$ cat src/rtl/pipe_stage_reg.sv
`default_nettype none
// ============================================================================
// pipe_stage_reg : handshaked pipeline-stage register with 2-entry skid buffer,
//                  synchronous flush and bubble control masking.
// Optional perf counters when PIPE_STAGE_PERF_EN is defined.
// Revision: 1.0
// ============================================================================
module pipe_stage_reg #(
  parameter int CTRL_W     = 12,
  parameter int DATA_W     = 165,
  parameter int CLEAR_DATA = 0
`ifdef PIPE_STAGE_PERF_EN
  , parameter int CNT_W    = 16
`endif
) (
  input  logic              CLK,
  input  logic              RST,
  input  logic              FlushIn,
  input  logic              ValidIn,
  output logic              ReadyOut,
  input  logic [CTRL_W-1:0] CtrlIn,
  input  logic [DATA_W-1:0] DataIn,
  output logic              ValidOut,
  input  logic              ReadyIn,
  output logic [CTRL_W-1:0] CtrlOut,
  output logic [DATA_W-1:0] DataOut
`ifdef PIPE_STAGE_PERF_EN
  , output logic [CNT_W-1:0] StallCntOut
  , output logic [CNT_W-1:0] FlushCntOut
`endif
);

  // Encoding is {S.valid, M.valid}
  typedef enum logic [1:0] {
    ST_EMPTY = 2'b00,
    ST_ONE   = 2'b01,
    ST_FULL  = 2'b11
  } state_t;

  state_t            r_state;
  state_t            w_state_nxt;
  logic [CTRL_W-1:0] r_m_ctrl;
  logic [CTRL_W-1:0] r_s_ctrl;
  logic [DATA_W-1:0] r_m_data;
  logic [DATA_W-1:0] r_s_data;
  logic              w_accept;
  logic              w_drain;
  logic              w_load_m_in;
  logic              w_load_m_skid;
  logic              w_load_s;

  assign w_accept = ValidIn & ~r_state[1];
  assign w_drain  = r_state[0] & ReadyIn;

  always_comb begin
    w_state_nxt   = r_state;
    w_load_m_in   = 1'b0;
    w_load_m_skid = 1'b0;
    w_load_s      = 1'b0;
    case (r_state)
      ST_EMPTY: begin
        if (w_accept) begin
          w_load_m_in = 1'b1;
          w_state_nxt = ST_ONE;
        end
      end
      ST_ONE: begin
        if (w_accept && w_drain) begin
          w_load_m_in = 1'b1;
        end else if (w_drain) begin
          w_state_nxt = ST_EMPTY;
        end else if (w_accept) begin
          w_load_s    = 1'b1;
          w_state_nxt = ST_FULL;
        end
      end
      ST_FULL: begin
        if (w_drain) begin
          w_load_m_skid = 1'b1;
          w_state_nxt   = ST_ONE;
        end
      end
      default: w_state_nxt = ST_EMPTY;
    endcase
    // Flush wins over any accept; a concurrent drain needs no local action.
    if (FlushIn) begin
      w_state_nxt   = ST_EMPTY;
      w_load_m_in   = 1'b0;
      w_load_m_skid = 1'b0;
      w_load_s      = 1'b0;
    end
  end

  always_ff @(posedge CLK) begin
    if (RST) begin
      r_state <= ST_EMPTY;
    end else begin
      r_state <= w_state_nxt;
    end
  end

  always_ff @(posedge CLK) begin
    if (RST || FlushIn) begin
      r_m_ctrl <= '0;
      r_s_ctrl <= '0;
    end else begin
      if (w_load_m_in) begin
        r_m_ctrl <= CtrlIn;
      end else if (w_load_m_skid) begin
        r_m_ctrl <= r_s_ctrl;
      end
      if (w_load_s) begin
        r_s_ctrl <= CtrlIn;
      end
    end
  end

  // Data regs are only cleared when CLEAR_DATA is set; otherwise they hold.
  always_ff @(posedge CLK) begin
    if (RST || FlushIn) begin
      if (CLEAR_DATA != 0) begin
        r_m_data <= '0;
        r_s_data <= '0;
      end
    end else begin
      if (w_load_m_in) begin
        r_m_data <= DataIn;
      end else if (w_load_m_skid) begin
        r_m_data <= r_s_data;
      end
      if (w_load_s) begin
        r_s_data <= DataIn;
      end
    end
  end

  assign ReadyOut = ~r_state[1];
  assign ValidOut = r_state[0];
  assign CtrlOut  = r_state[0] ? r_m_ctrl : '0;
  assign DataOut  = r_m_data;

`ifdef PIPE_STAGE_PERF_EN
  logic [CNT_W-1:0] r_stall_cnt;
  logic [CNT_W-1:0] r_flush_cnt;
  logic [1:0]       w_held;
  logic [CNT_W:0]   w_flush_sum;

  assign w_held      = {1'b0, r_state[0]} + {1'b0, r_state[1]};
  assign w_flush_sum = {1'b0, r_flush_cnt} + (CNT_W+1)'(w_held);

  always_ff @(posedge CLK) begin
    if (RST) begin
      r_stall_cnt <= '0;
      r_flush_cnt <= '0;
    end else begin
      if (r_state[0] && !ReadyIn && !(&r_stall_cnt)) begin
        r_stall_cnt <= r_stall_cnt + CNT_W'(1);
      end
      if (FlushIn) begin
        r_flush_cnt <= w_flush_sum[CNT_W] ? '1 : w_flush_sum[CNT_W-1:0];
      end
    end
  end

  assign StallCntOut = r_stall_cnt;
  assign FlushCntOut = r_flush_cnt;
`endif

endmodule
`default_nettype wire
$ cat config.mk
export PLATFORM = sky130hd
export DESIGN_NAME = pipe_stage_reg
export DESIGN_NICKNAME = d
export VERILOG_FILES = /design/src/rtl/pipe_stage_reg.sv
export SDC_FILE = /design/constraint.sdc
export NUM_CORES = 1
export LEC_CHECK = 0
export ABC_AREA = 0
export BUFFER_PORTS_ARGS = -buffer_cell sky130_fd_sc_hd__buf_2
export CORE_MARGIN = 1
export CORE_UTILIZATION = 50
export DETAILED_ROUTE_END_ITERATION = 8
export HOLD_SLACK_MARGIN = 0.1
export PLACE_DENSITY = 0.86
export SYNTH_ARGS = -nofsm -noshare
export SYNTH_HDL_FRONTEND = slang
export SYNTH_SLANG_ARGS = --single-unit
$ cat constraint.sdc
create_clock -name CLK -period 16.12 [get_ports CLK]
set_input_delay 2.418 -clock CLK [delete_from_list [all_inputs] [get_ports CLK]]
set_output_delay 2.418 -clock CLK [all_outputs]
set_load 0.005 [all_outputs]
-- After elaboration in Yosys (flattened, before gate mapping)
Index checks and enable logic that the tools add are counted.
- output and inout port bits: 179
- register bits: 356
- input bits: 182
- mux-type cells: 22
- reduce and logical (&&, ||, !) cells: 8
- bitwise operators: 4
- equal/unequal tests: 6
- operators with widths (kind ; number):
    165-bit two-way mux ; 2
    12-bit two-way mux ; 3
    1-bit two-way mux ; 10
    2-bit two-way mux ; 5
    2-bit != test (second input constant) ; 3
    2-bit case mux with 3 select lines ; 1
    2-bit AND reduction ; 2
    4-bit AND reduction ; 1
    3-bit != test (second input constant) ; 1
    1-bit AND ; 2
    2-bit by 1-bit == test with 1-bit output (second input constant) ; 1
    2-bit == test (second input constant) ; 1
    2-bit logical NOT ; 1
    1-bit inverter ; 2
    1-bit case mux with 2 select lines ; 1
    2-bit nonzero test ; 1
    2-bit OR reduction ; 1
    1-bit logical AND ; 1
    1-bit logical OR ; 1

-- Longest topological paths before layout
- depth in word-level cells: 8
- mapped depth: 10
- depth with buffers taken out: 6

-- Least setup slack after synthesis
OpenSTA, ideal clock, no wires.
- path type: in2reg
- from: input ValidIn
- to: register r_m_data[0], in the netlist DataOut[0], enable pin
- path buffers: 3
- setup time: 0.745 ns
- cell stages on the path: 6
- data arrival time: 11.202 ns
- setup slack: 4.174 ns
- cell sequence: nand2b_1 > or3_1 > buf_2 > buf_6 > buf_2 > a21oi_1
- longest elaborated chain between the ends: 7
- ends and longest elaborated chain (what ; line ; text):
    from (decl) ; 19 ; input logic ValidIn,
    1-bit AND * ; 52 ; assign w_accept = ValidIn & ~r_state[1];
    1-bit logical AND ; 68 ; if (w_accept && w_drain) begin
    1-bit two-way mux ; 68 ;
    1-bit case mux with 2 select lines * ; 60 ; case (r_state)
    1-bit two-way mux * ; 86 ; if (FlushIn) begin
    2-bit nonzero test (no line) * ; - ;
    2-bit AND reduction (no line) * ; - ;
    to (signal assigned) ; 127 ; r_m_data <= DataIn;
    to (signal assigned) ; 129 ; r_m_data <= r_s_data;
    to (decl) ; 44 ; logic [DATA_W-1:0] r_m_data;
Mark *: on every way between the ends. The rest lies on a longest branch, timed or not.
A chain may end at the register's enable or synchronous reset.

-- Final worst setup path
- from: input FlushIn
- to: register r_m_data[40], in the netlist DataOut[40], enable pin
- longest elaborated chain between the ends: 3
- ends and longest elaborated chain (what ; line ; text):
    from (decl) ; 18 ; input logic FlushIn,
    1-bit two-way mux or 1-bit logical OR (tied branches) ; 86, 120 ;
    2-bit nonzero test (no line) or 1-bit inverter (tied branches) ; - ;
    2-bit AND reduction (no line) * ; - ;
Marks and branches as above.

==> impl_metrics.yaml <==
logic_synthesis:
  synth_area_leaders: "edfxtp_1, mux2_4, mux2_2"
  synth.distinct_cells: 28
  ys_ff_latch: 356
  synth.largest_area_cell: "edfxtp_1"
  synth_top_area_share_pct: 73.6
  synth_seq_area_share_pct: 77.5
  netlist_instances: 649
  syn-num-nets: 835
  yosysWarnings: 0
  syn_area_per_cell_um2: 20.7
  netlist_area_um2: 13500
power_and_ir_drop:
  intPower_mw: 1.57
  powerDensity_nw_per_um2: 117
  p_sw_share_pct: 19.8
  clockPowerShare_pct: 42.1
  peakVddDrop_mv: 0.0736
  switchingPower_mw: 0.387
  seqPwrFrac_pct: 52.6
  p_leak_nw: 6.71
  power_frac_comb_pct: 5.3
clocking:
  cts_hold_buf: 0
  htree_levels: 2
  post_cts_buffers: 0
  clkLatencyLatePin_ps: 510
  cts_resized: 0
  cts_buffer_depth: 3
  cts_tree: "built"
  numCtsBuffers: 38
  clk_pin_slew_worst_paths_ps: 60
  cts_root_buf: "clkbuf_16"
  clkSinkCount: 356
layout:
  fillers: 1794
  drive_gt1_share_pct: 56.0
  stdcell_count: 1393
  syn2layout_area_growth_pct: 24.7
  final_cell_mix: "buf_2, edfxtp_1, mux2_2"
  design_area_um2: 16800
  final_nets: 1212
  mostFrequentLayoutCell: "buf_2"
sta:
  worst_slew_pin_slew_ps: 1030
  fin_crit_ps: 5360
  setup_viol: 0
  setup_tns_ps: 0
  hold_viol: 0
  finalCritPeriodShare_pct: 33.2
  relSlewSlack_pct: 31.0
  drv_slew: 0
  rsz0062_at_grt: "false"
  fin_skew_ps: 19.4
  max_freq_ghz: 0.187
job:
  drv_cap: 0
critical_path:
  crit_path_cell_trace: "buf_2 -> nand4b_1 -> a21oi_4 -> buf_4 -> buf_4"
  cp.required_ps: 16250
  end_kind: "flop"
  cp-start-kind: "input port"
  crit_fanout: 65
  slowest_stage: "a21oi_4"
  critical_path_class: "in2reg"
  cp_common_cell: "buf_4"
  cpPeakStageDelay_ps: 910
  arrival_ps: 5490
  path_buf_inv: 3
  crit_family: "buffers and inverters"
global_route:
  top_usage_layer: "met2"
  grt_pass1_vias: 7275
  met1_usage_pct: 23.0
  met3_usage_pct: 6.43
  grt-ovfl-total: 0
  gr-usage-met2_pct: 31.1
  grt_max_degree: 157
  grt_pass1_wl_um: 40500
  antenna_found_initial: 9
  grt_usage_pct: 19.0
placement:
  hpwl_um: 18100
  placedCellCount: 1321
  gp_congestion: 0.799
  placedInstanceArea_um2: 15600
  io_buffers: 360
routing:
  viasPerCell: 5.14
  drt-total-wl_um: 26900
  route.detailed.drc: 64
  wire_per_inst_um: 19.3
  dr.first_iter.drc_count: 473
  ant_nets: 0
  vias: 7163
  dr.pass1.iters: 7
outcome:
  violations: "DRC"
  outcome: "complete, but fails checks"
floorplan:
  initial_utilization_pct: 51.3
  dieArea_um2: 27600
  die_height_um: 166
  core_um2: 26200
  rows: 59
  die_w_um: 166
  pin_count: 361
min_path:
  hold_path_class: "reg2reg"
layout make-up:
cell class | instances | area, um^2 | area share [%]
tap | 335 | 419 | 2.50
timing repair buffer | 366 | 1860 | 11.1
clock buffer | 47 | 1080 | 6.44
sequential | 356 | 10400 | 62.2
multi-input combinational | 261 | 2840 | 16.9
clock inverter | 21 | 130 | 0.776
antenna | 4 | 10.0 | 0.0597
inverter | 3 | 11.3 | 0.0671
flip-flops by register name, indices dropped and copies added (netlist names):
| name | flops |
|---|---|
| r_state | 2 |
| r_s_ctrl | 12 |
| DataOut | 165 |
| r_m_ctrl | 12 |
| r_s_data | 165 |
Yosys cell counts, drive strengths merged:
cell type and n:
a211oi 12, and2 12, dfxtp 26, or3 2, nor2b 1, mux2i 24, buf 25, inv 3
nand4b 1, a211o 1, a31oi 1, edfxtp 330, mux2 165, or2 1, a41o 1, nand2b 1
a21boi 1, o21ai 2, a21oi 3, or4 1, clkbuf 4, o31ai 1, nor2 26, ha 4
a21bo 1
worst min-delay path: stages (launching register included):
cell and delay (ps):
dfxtp_1 330, mux2i_1 70, nor2_1 70
cell families after synthesis:
kind of cell / share of synthesized area [%]
DFF: 77.5
adders and majority gates: 0.372
buffers and inverters: 1.56
muxes: 17.7
and+or+nand+nor: 1.64
AOI/OAI and AO/OA: 1.23
power by group through the flow:
stage | clock, mW | combinational (mW) | sequential (mW)
CTS | 0.842 | 0.105 | 1.03
global route | 0.879 | 0.112 | 1.03
floorplan | 0 | 0.0594 | 1.05
finish | 0.825 | 0.104 | 1.03
detailed placement | 0 | 0.104 | 1.05
global placement | 0 | 0.101 | 1.05
per-stage QoR:
stage               hold slack (ps)  util [%]  setup WS, ps  total power [mW]
floorplan                       463         -          4170              1.11
global placement                473      59.4         10310              1.15
detailed placement              492      59.4         10180              1.15
CTS                             506      64.0         10720              1.98
global route                    530      64.0         10630              2.02
finish                          503      64.0         10760              1.96
final timing paths:
check         startpoint          end  slack, ps  depth (start not counted)
max reg2reg   r_state[0]  DataOut[40]      11860                          5
max              FlushIn  DataOut[40]      10760                          5
min reg2reg  r_s_ctrl[3]  r_s_ctrl[3]        500                          2
min          r_s_ctrl[3]  r_s_ctrl[3]        500                          2
routing by layer:
metal	share of wire [%]	up-vias
met5	0.19	-
li1	-	3307
met1	39	3439
met3	9.2	73
met2	48	336
met4	3.7	8
Note: power is estimated with default switching activity, not from simulation.
